[src/rtl/dac_spi_tx.sv]
// Dual-channel SPI DAC transmitter: shifts an (x, y) sample pair out as two
// 16-bit command words (channel A then B) and strobes LDAC to update both outputs.
module dac_spi_tx #(
    parameter int OUT_WIDTH = 12,
    parameter int SCLK_DIV  = 4
) (
    input  logic                 clk,
    input  logic                 rst,
    input  logic [OUT_WIDTH-1:0] x_in,
    input  logic [OUT_WIDTH-1:0] y_in,
    input  logic                 valid,
    output logic                 ready,
    output logic                 sclk,
    output logic                 mosi,
    output logic                 cs_n,
    output logic                 ldac_n,
    output logic                 busy
);

    localparam int DIV_W = (SCLK_DIV > 1) ? $clog2(SCLK_DIV) : 1;
    localparam logic [DIV_W-1:0] DIV_LAST = DIV_W'(SCLK_DIV - 1);

    typedef enum logic [2:0] {
        IDLE,
        SHIFT_X,
        GAP_X,
        SHIFT_Y,
        GAP_Y,
        LDAC
    } state_t;

    state_t               state_reg, state_next;
    logic [DIV_W-1:0]     div_reg, div_next;
    logic                 phase_reg, phase_next;
    logic [3:0]           bit_reg, bit_next;
    logic [15:0]          word_reg, word_next;
    logic [OUT_WIDTH-1:0] y_reg, y_next;
    logic                 div_last;
    logic                 shifting;

    // Command word: channel select, unbuffered, gain 1x, active, left-justified sample.
    function automatic logic [15:0] make_word(input logic ch, input logic [OUT_WIDTH-1:0] s);
        logic [11:0] field;
        field = 12'(s) << (12 - OUT_WIDTH);
        return {ch, 3'b011, field};
    endfunction

    assign div_last = (div_reg == DIV_LAST);
    assign shifting = (state_reg == SHIFT_X) || (state_reg == SHIFT_Y);

    always_ff @(posedge clk or posedge rst) begin
        if (rst) begin
            state_reg <= IDLE;
            div_reg   <= '0;
            phase_reg <= 1'b0;
            bit_reg   <= 4'd15;
            word_reg  <= '0;
            y_reg     <= '0;
        end else begin
            state_reg <= state_next;
            div_reg   <= div_next;
            phase_reg <= phase_next;
            bit_reg   <= bit_next;
            word_reg  <= word_next;
            y_reg     <= y_next;
        end
    end

    always_comb begin
        state_next = state_reg;
        div_next   = div_last ? '0 : div_reg + 1'b1;
        phase_next = phase_reg;
        bit_next   = bit_reg;
        word_next  = word_reg;
        y_next     = y_reg;
        case (state_reg)
            IDLE: begin
                div_next = '0;
                if (valid) begin
                    state_next = SHIFT_X;
                    word_next  = make_word(1'b0, x_in);
                    y_next     = y_in;
                    phase_next = 1'b0;
                    bit_next   = 4'd15;
                end
            end
            SHIFT_X, SHIFT_Y: begin
                if (div_last) begin
                    if (!phase_reg) begin
                        phase_next = 1'b1;
                    end else begin
                        // Falling sclk: advance to the next bit, or finish the word.
                        phase_next = 1'b0;
                        if (bit_reg == 4'd0) begin
                            state_next = (state_reg == SHIFT_X) ? GAP_X : GAP_Y;
                        end else begin
                            bit_next  = bit_reg - 1'b1;
                            word_next = {word_reg[14:0], 1'b0};
                        end
                    end
                end
            end
            GAP_X: begin
                if (div_last) begin
                    state_next = SHIFT_Y;
                    word_next  = make_word(1'b1, y_reg);
                    bit_next   = 4'd15;
                    phase_next = 1'b0;
                end
            end
            GAP_Y: begin
                if (div_last) state_next = LDAC;
            end
            LDAC: begin
                if (div_last) state_next = IDLE;
            end
            default: state_next = IDLE;
        endcase
    end

    assign ready  = (state_reg == IDLE);
    assign busy   = !ready;
    assign cs_n   = !shifting;
    assign sclk   = shifting && phase_reg;
    assign mosi   = shifting && word_reg[15];
    assign ldac_n = (state_reg != LDAC);

endmodule

[config.mk]
export PLATFORM = sky130hd
export DESIGN_NAME = dac_spi_tx
export DESIGN_NICKNAME = d
export VERILOG_FILES = /design/src/rtl/dac_spi_tx.sv
export SDC_FILE = /design/constraint.sdc
export NUM_CORES = 1
export LEC_CHECK = 0
export BUFFER_PORTS_ARGS = -buffer_cell sky130_fd_sc_hd__buf_4
export CAP_MARGIN = 40
export CORE_MARGIN = 5
export CORE_UTILIZATION = 56
export DETAILED_ROUTE_END_ITERATION = 6
export GPL_TIMING_DRIVEN = 0
export PLACE_DENSITY = 0.8
export SYNTH_ARGS = -nofsm -noshare
export SYNTH_HDL_FRONTEND = slang
export SYNTH_SLANG_ARGS = --single-unit
[constraint.sdc]
create_clock -name clk -period 2.4 [get_ports clk]
set_clock_uncertainty 0.15 [all_clocks]
set_input_delay 0 -clock clk [delete_from_list [all_inputs] [get_ports clk]]
set_output_delay 0 -clock clk [all_outputs]
set_load 0.02 [all_outputs]
After elaboration in Yosys (flattened, before gate mapping)
Cells that the tools add are included.

cells by class
  reduce and logical (&&, ||, !) cells = 13
  add/sub/neg operators = 2
  equal/unequal tests = 15
  multiplexer cells = 28

operators by type and width
  cell                                                 count
  two-way mux 16 bit                                   5
  case mux 16 bit (3 select lines)                     1
  two-way mux 3 bit                                    8
  two-way mux 4 bit                                    5
  inequality test 2 bit, second input constant         8
  case mux 3 bit (5 select lines)                      1
  case mux 4 bit (3 select lines)                      1
  AND reduction 7 bit                                  1
  equality test 3 x 2 -> 1 bit, second input constant  2
  equality test 3 bit, second input constant           2
  AND reduction 6 bit                                  1
  zero test 4 bit                                      1
  two-way mux 1 bit                                    4
  two-way mux 2 bit                                    2
  AND reduction 4 bit                                  1
  subtractor 4 x 1 -> 4 bit, second input constant     1
  equality test 3 x 1 -> 1 bit, second input constant  1
  zero test 3 bit                                      1
  inequality test 3 bit, second input constant         1
  case mux 1 bit (3 select lines)                      1
  nonzero test 3 bit                                   1
  adder 2 x 1 -> 2 bit, second input constant          1
  equality test 2 bit, second input constant           1
  logical AND 1 bit                                    2
  4 further kinds                                      5

word-level totals
  bits in registers = 38
  input bits = 27
  output and inout bits = 6
  logic and storage cells = 64

Logic depth before layout (Yosys ltp)
  depth after elaboration = 6
  gate-level depth with buffers = 6

Worst setup path before layout
OpenSTA, ideal clock, no wires.

  kind = flip-flop to flip-flop
  start = register state_reg[2]
  end = register y_reg[0]
  slack = 0.436 ns
  setup time = 0.125 ns
  stages on the path, launching flop included = 6
  required time = 2.125 ns
  arrival = 1.689 ns
  cells stage by stage = dfrtp_1 buf_2 nor3_2 and2_1 buf_4 mux2_2

on the way
  cells in the longest elaborated chain, start to end = 2

RTL lines
  what                           line  text
  start: declaration             32    state_t state_reg, state_next;
  start signal: assignment       60    state_reg <= state_next;
  zero test 3 bit                -
  via ready                      12    output logic ready,
  AND reduction 2 bit (no line)  -
  end signal: assignment         65    y_reg <= y_next;
  end: declaration               37    logic [OUT_WIDTH-1:0] y_reg, y_next;

The timed path passes the listed nets, and every way through them passes these cells.
A chain may end at the register's enable or synchronous reset.

Worst setup path after layout
  start = register div_reg[0]
  end = register word_reg[8]

on the way
  cells in the longest elaborated chain, start to end = 3
  elaborated cells on any way between the ends = 4
  those cells by class = 3 x eq/ne; 1 x reduce/logical

RTL lines
  what                               line  text
  start: declaration                 33    logic [DIV_W-1:0] div_reg, div_next;
  start signal: assignment           61    div_reg <= div_next;
  equality test 2 bit (*)            48    assign div_last = (div_reg == DIV_LAST);
  inequality test 2 bit (no line)    -
  AND reduction 6 bit (no line) (*)  -
  end signal: assignment             64    word_reg <= word_next;
  end: declaration                   36    logic [15:0] word_reg, word_next;

Every way passes the cells marked *; elsewhere a longest branch is shown, timed or not.

==> metrics.cfg <==
[timing]
whs_ns = 0.0392
slew_headroom = 0.475
final_hold_violation_count = 0
maxSlewViolCount = 0
post-route-min-period_ns = 2.18
grt_setup_unrepaired = no
fmax_mhz = 458
totalNegativeSetupSlack_ns = 0
transition_time_of_the_tightest_slew_check_pin_ns = 0.787
min_period_over_period = 0.910
setup_viol = 0

[yosys]
synthAdderAreaFrac = 0.0121
number_of_warnings_reported_in_the_yosys_synthesis_log = 0
yosysTopAreaCell = sky130_fd_sc_hd__dfrtp_1
synth_cells = 191
synth_edf_count = 0
yosys-top-cells-area = sky130_fd_sc_hd__dfrtp_1 (41%), sky130_fd_sc_hd__mux2_2 (11%), sky130_fd_sc_hd__dfstp_2 (5.1%)
synth_largest_type_area_fraction = 0.410
yosysMostFrequentCell = sky130_fd_sc_hd__dfrtp_1
post_synth_xor_area_fraction = 0
synth.cells.most_frequent = sky130_fd_sc_hd__dfrtp_1 (34), sky130_fd_sc_hd__inv_1 (26), sky130_fd_sc_hd__mux2_2 (21), sky130_fd_sc_hd__nor2_1 (13)
post_synth_instance_area_um2 = 2070
synth_compound_area_frac = 0.110
avgSynthCellArea_um2 = 10.9
synthesis.nets = 220
synth.distinct_cells = 41
post_synth_mux_area_share = 0.177
synthSimpleGateAreaFrac = 0.156
dominantRegCellSynth = sky130_fd_sc_hd__dfrtp_1
largest_family_of_logic_cells_by_synthesized_area = multiplexers
post_synthesis_sequential_element_count = 38
async_reset_ff_frac = 1.00
ys_seq_area_frac = 0.461

[pwr]
powerDensity_nw_per_um2 = 980
irDropWorstVdd_uv = 716
leakage_dissipation_nw = 1.21

[clock_tree]
clkTransAtPathRegs_ns = 0.07
clk_root_buffer_cell = sky130_fd_sc_hd__clkbuf_8
numCtsBuffers = 5
post_cts_resize_count = 0
clk_path_buf_depth = 2
clock_insertion_delay_worst_skew_ns = 0.30
cts_setup_buffers = 0
h_tree_levels = 2
ctsHoldBuffers = 15
cts_tree = built
numClockSinks = 38

[global_routing]
grt_max_degree = 39
grt.overflow.total = 0
first_global_vias = 1629
grt_usage = 0.192
antenna_found_initial = 0
grt_first_pass_wirelength_mm = 7.54

[outcome]
status = finished clean

[cells_and_area]
n_antenna_cell = 0
drive_above_1_share = 0.341
largest_reg_flops = 16
post-route-cell-area_um2 = 2620
fin_nets = 274
layout-area-overhead-vs-synth_pct = 26.1
filler_cell_count = 261

[routing]
ant_nets = 0
initialDrtViolationCount = 139
via_count = 1601
vias_per_cell = 5.45
drc = 0
number_of_optimization_iterations_in_the_first_detailed_route_pass = 4
detail_route.wl_per_cell_um = 15.2
postRouteWirelength_mm = 4.46

[floorplanning]
design.die.area_um2 = 5020
die_h_um = 70.9
floorplan.io_pins = 33
initial_utilization = 0.571
floorplan.rows = 22
die_w_um = 70.9
floorplan.core_area_um2 = 3630

[hold_path]
hold_path_start = x_in[9]
hold-path-cell-count = 4
min-delay-path-class = in -> reg
hold-path-endpoint = word_reg[9]

[placed_design]
buffer_ports.inserted = 32
dpl_cell_area_um2 = 2370
finalWeightedCongestion = 0.800
estimated_wirelength_of_the_detail_placed_design_mm = 2.91

[worst_setup_path]
worst_setup_path_class = reg -> reg
timing.rr.end = word_reg[8]
setup.reg_to_reg.worst_slack_ns = 0.22
worst_path_max_delay_cell = sky130_fd_sc_hd__o32ai_4
startpoint_kind_of_the_worst_setup_timing_path = register
cp_max_fo = 10
critPathMaxStageDelay_ns = 0.53
cp_cell_sequence = ha_1, buf_2, mux2i_1, o32ai_4, buf_8, mux2_4
timing.critical_path.buf_inv = 2
worst-r2r-cell-count = 6
required_ns = 2.43
worst_ep_arrival_time_ns = 2.22
r2r-start = div_reg[0]
critPathCaptureType = register
critical_path.top_delay_family = compound AO/OA/AOI/OAI gates

[run]
max-cap-violations = 0

-- per-layer routing --
layer / routed length [um] / global-route usage / vias up
met5: 0 / 0 / -
li1: - / - / 776
met2: 2190 / 0.313 / 48
met4: 62 / 0.0731 / 0
met1: 1940 / 0.245 / 771
met3: 262 / 0.0497 / 6
-- report_power, final --
group	total, mW	internal, mW	switching [mW]
registers	1.10	0.935	0.163
clock network	0.463	0.232	0.231
logic	1.00	0.561	0.442
total	2.56	1.73	0.837
-- tightest hold or removal path: stages --
cell,delay [ns]
sky130_fd_sc_hd__buf_4,0.07
sky130_fd_sc_hd__inv_1,0.03
sky130_fd_sc_hd__a211oi_1,0.18
sky130_fd_sc_hd__mux2_4,0.17
-- how the worst max path moves through the flow --
stage | startpoint | end | slack [ns] | depth (start not counted)
2_1_floorplan | state_reg[2] | y_reg[0] | 0.44 | 5
3_3_place_gp | div_reg[0] | word_reg[8] | 0.25 | 6
3_5_place_dp | div_reg[0] | word_reg[9] | 0.22 | 6
4_1_cts | div_reg[0] | word_reg[9] | 0.21 | 6
5_1_grt | div_reg[0] | word_reg[8] | 0.13 | 6
6_report | div_reg[0] | word_reg[8] | 0.22 | 6
-- cell type report --
class	instances	area, um^2	share of cell area
clock inverter	1	5.00	0.00191
sequential	38	956	0.365
buffer	14	77.6	0.0297
inverter	26	97.6	0.0373
multi-input combinational	113	943	0.361
tap	48	60.1	0.0230
clock buffer	7	86.3	0.0330
timing repair buffer	47	390	0.149
-- logic make-up after synthesis --
kind of cell | count (synthesis)
muxes | 32
and+or+nand+nor | 53
DFF | 38
AOI/OAI and AO/OA | 26
buffers and inverters | 40
adders and majority gates | 2
-- per-stage QoR --
| stage | util | power, mW | setup WS (ns) | cells |
|---|---|---|---|---|
| after CTS | 0.720 | 2.57 | 0.208 | 294 |
| after global placement | 0.654 | 2.06 | 0.246 | 271 |
| after global routing | 0.720 | 2.74 | 0.126 | 294 |
| after detailed placement | 0.654 | 2.09 | 0.221 | 271 |
| final | 0.720 | 2.56 | 0.215 | 294 |
| after floorplan | - | 1.84 | 0.436 | 191 |
-- cells in the final DEF, fill, tap and decap left out, types with 6 or more instances in the layout --
master	Yosys	final
sky130_fd_sc_hd__nor2_1	13	13
sky130_fd_sc_hd__dlygate4sd3_1	0	15
sky130_fd_sc_hd__dfrtp_1	34	34
sky130_fd_sc_hd__buf_4	2	34
sky130_fd_sc_hd__mux2_2	21	21
sky130_fd_sc_hd__a222oi_1	7	7
sky130_fd_sc_hd__nor3b_1	6	6
sky130_fd_sc_hd__mux2i_1	7	7
sky130_fd_sc_hd__clkbuf_8	0	6
sky130_fd_sc_hd__inv_1	26	25
No activity file was read; power rests on OpenSTA's default activity.
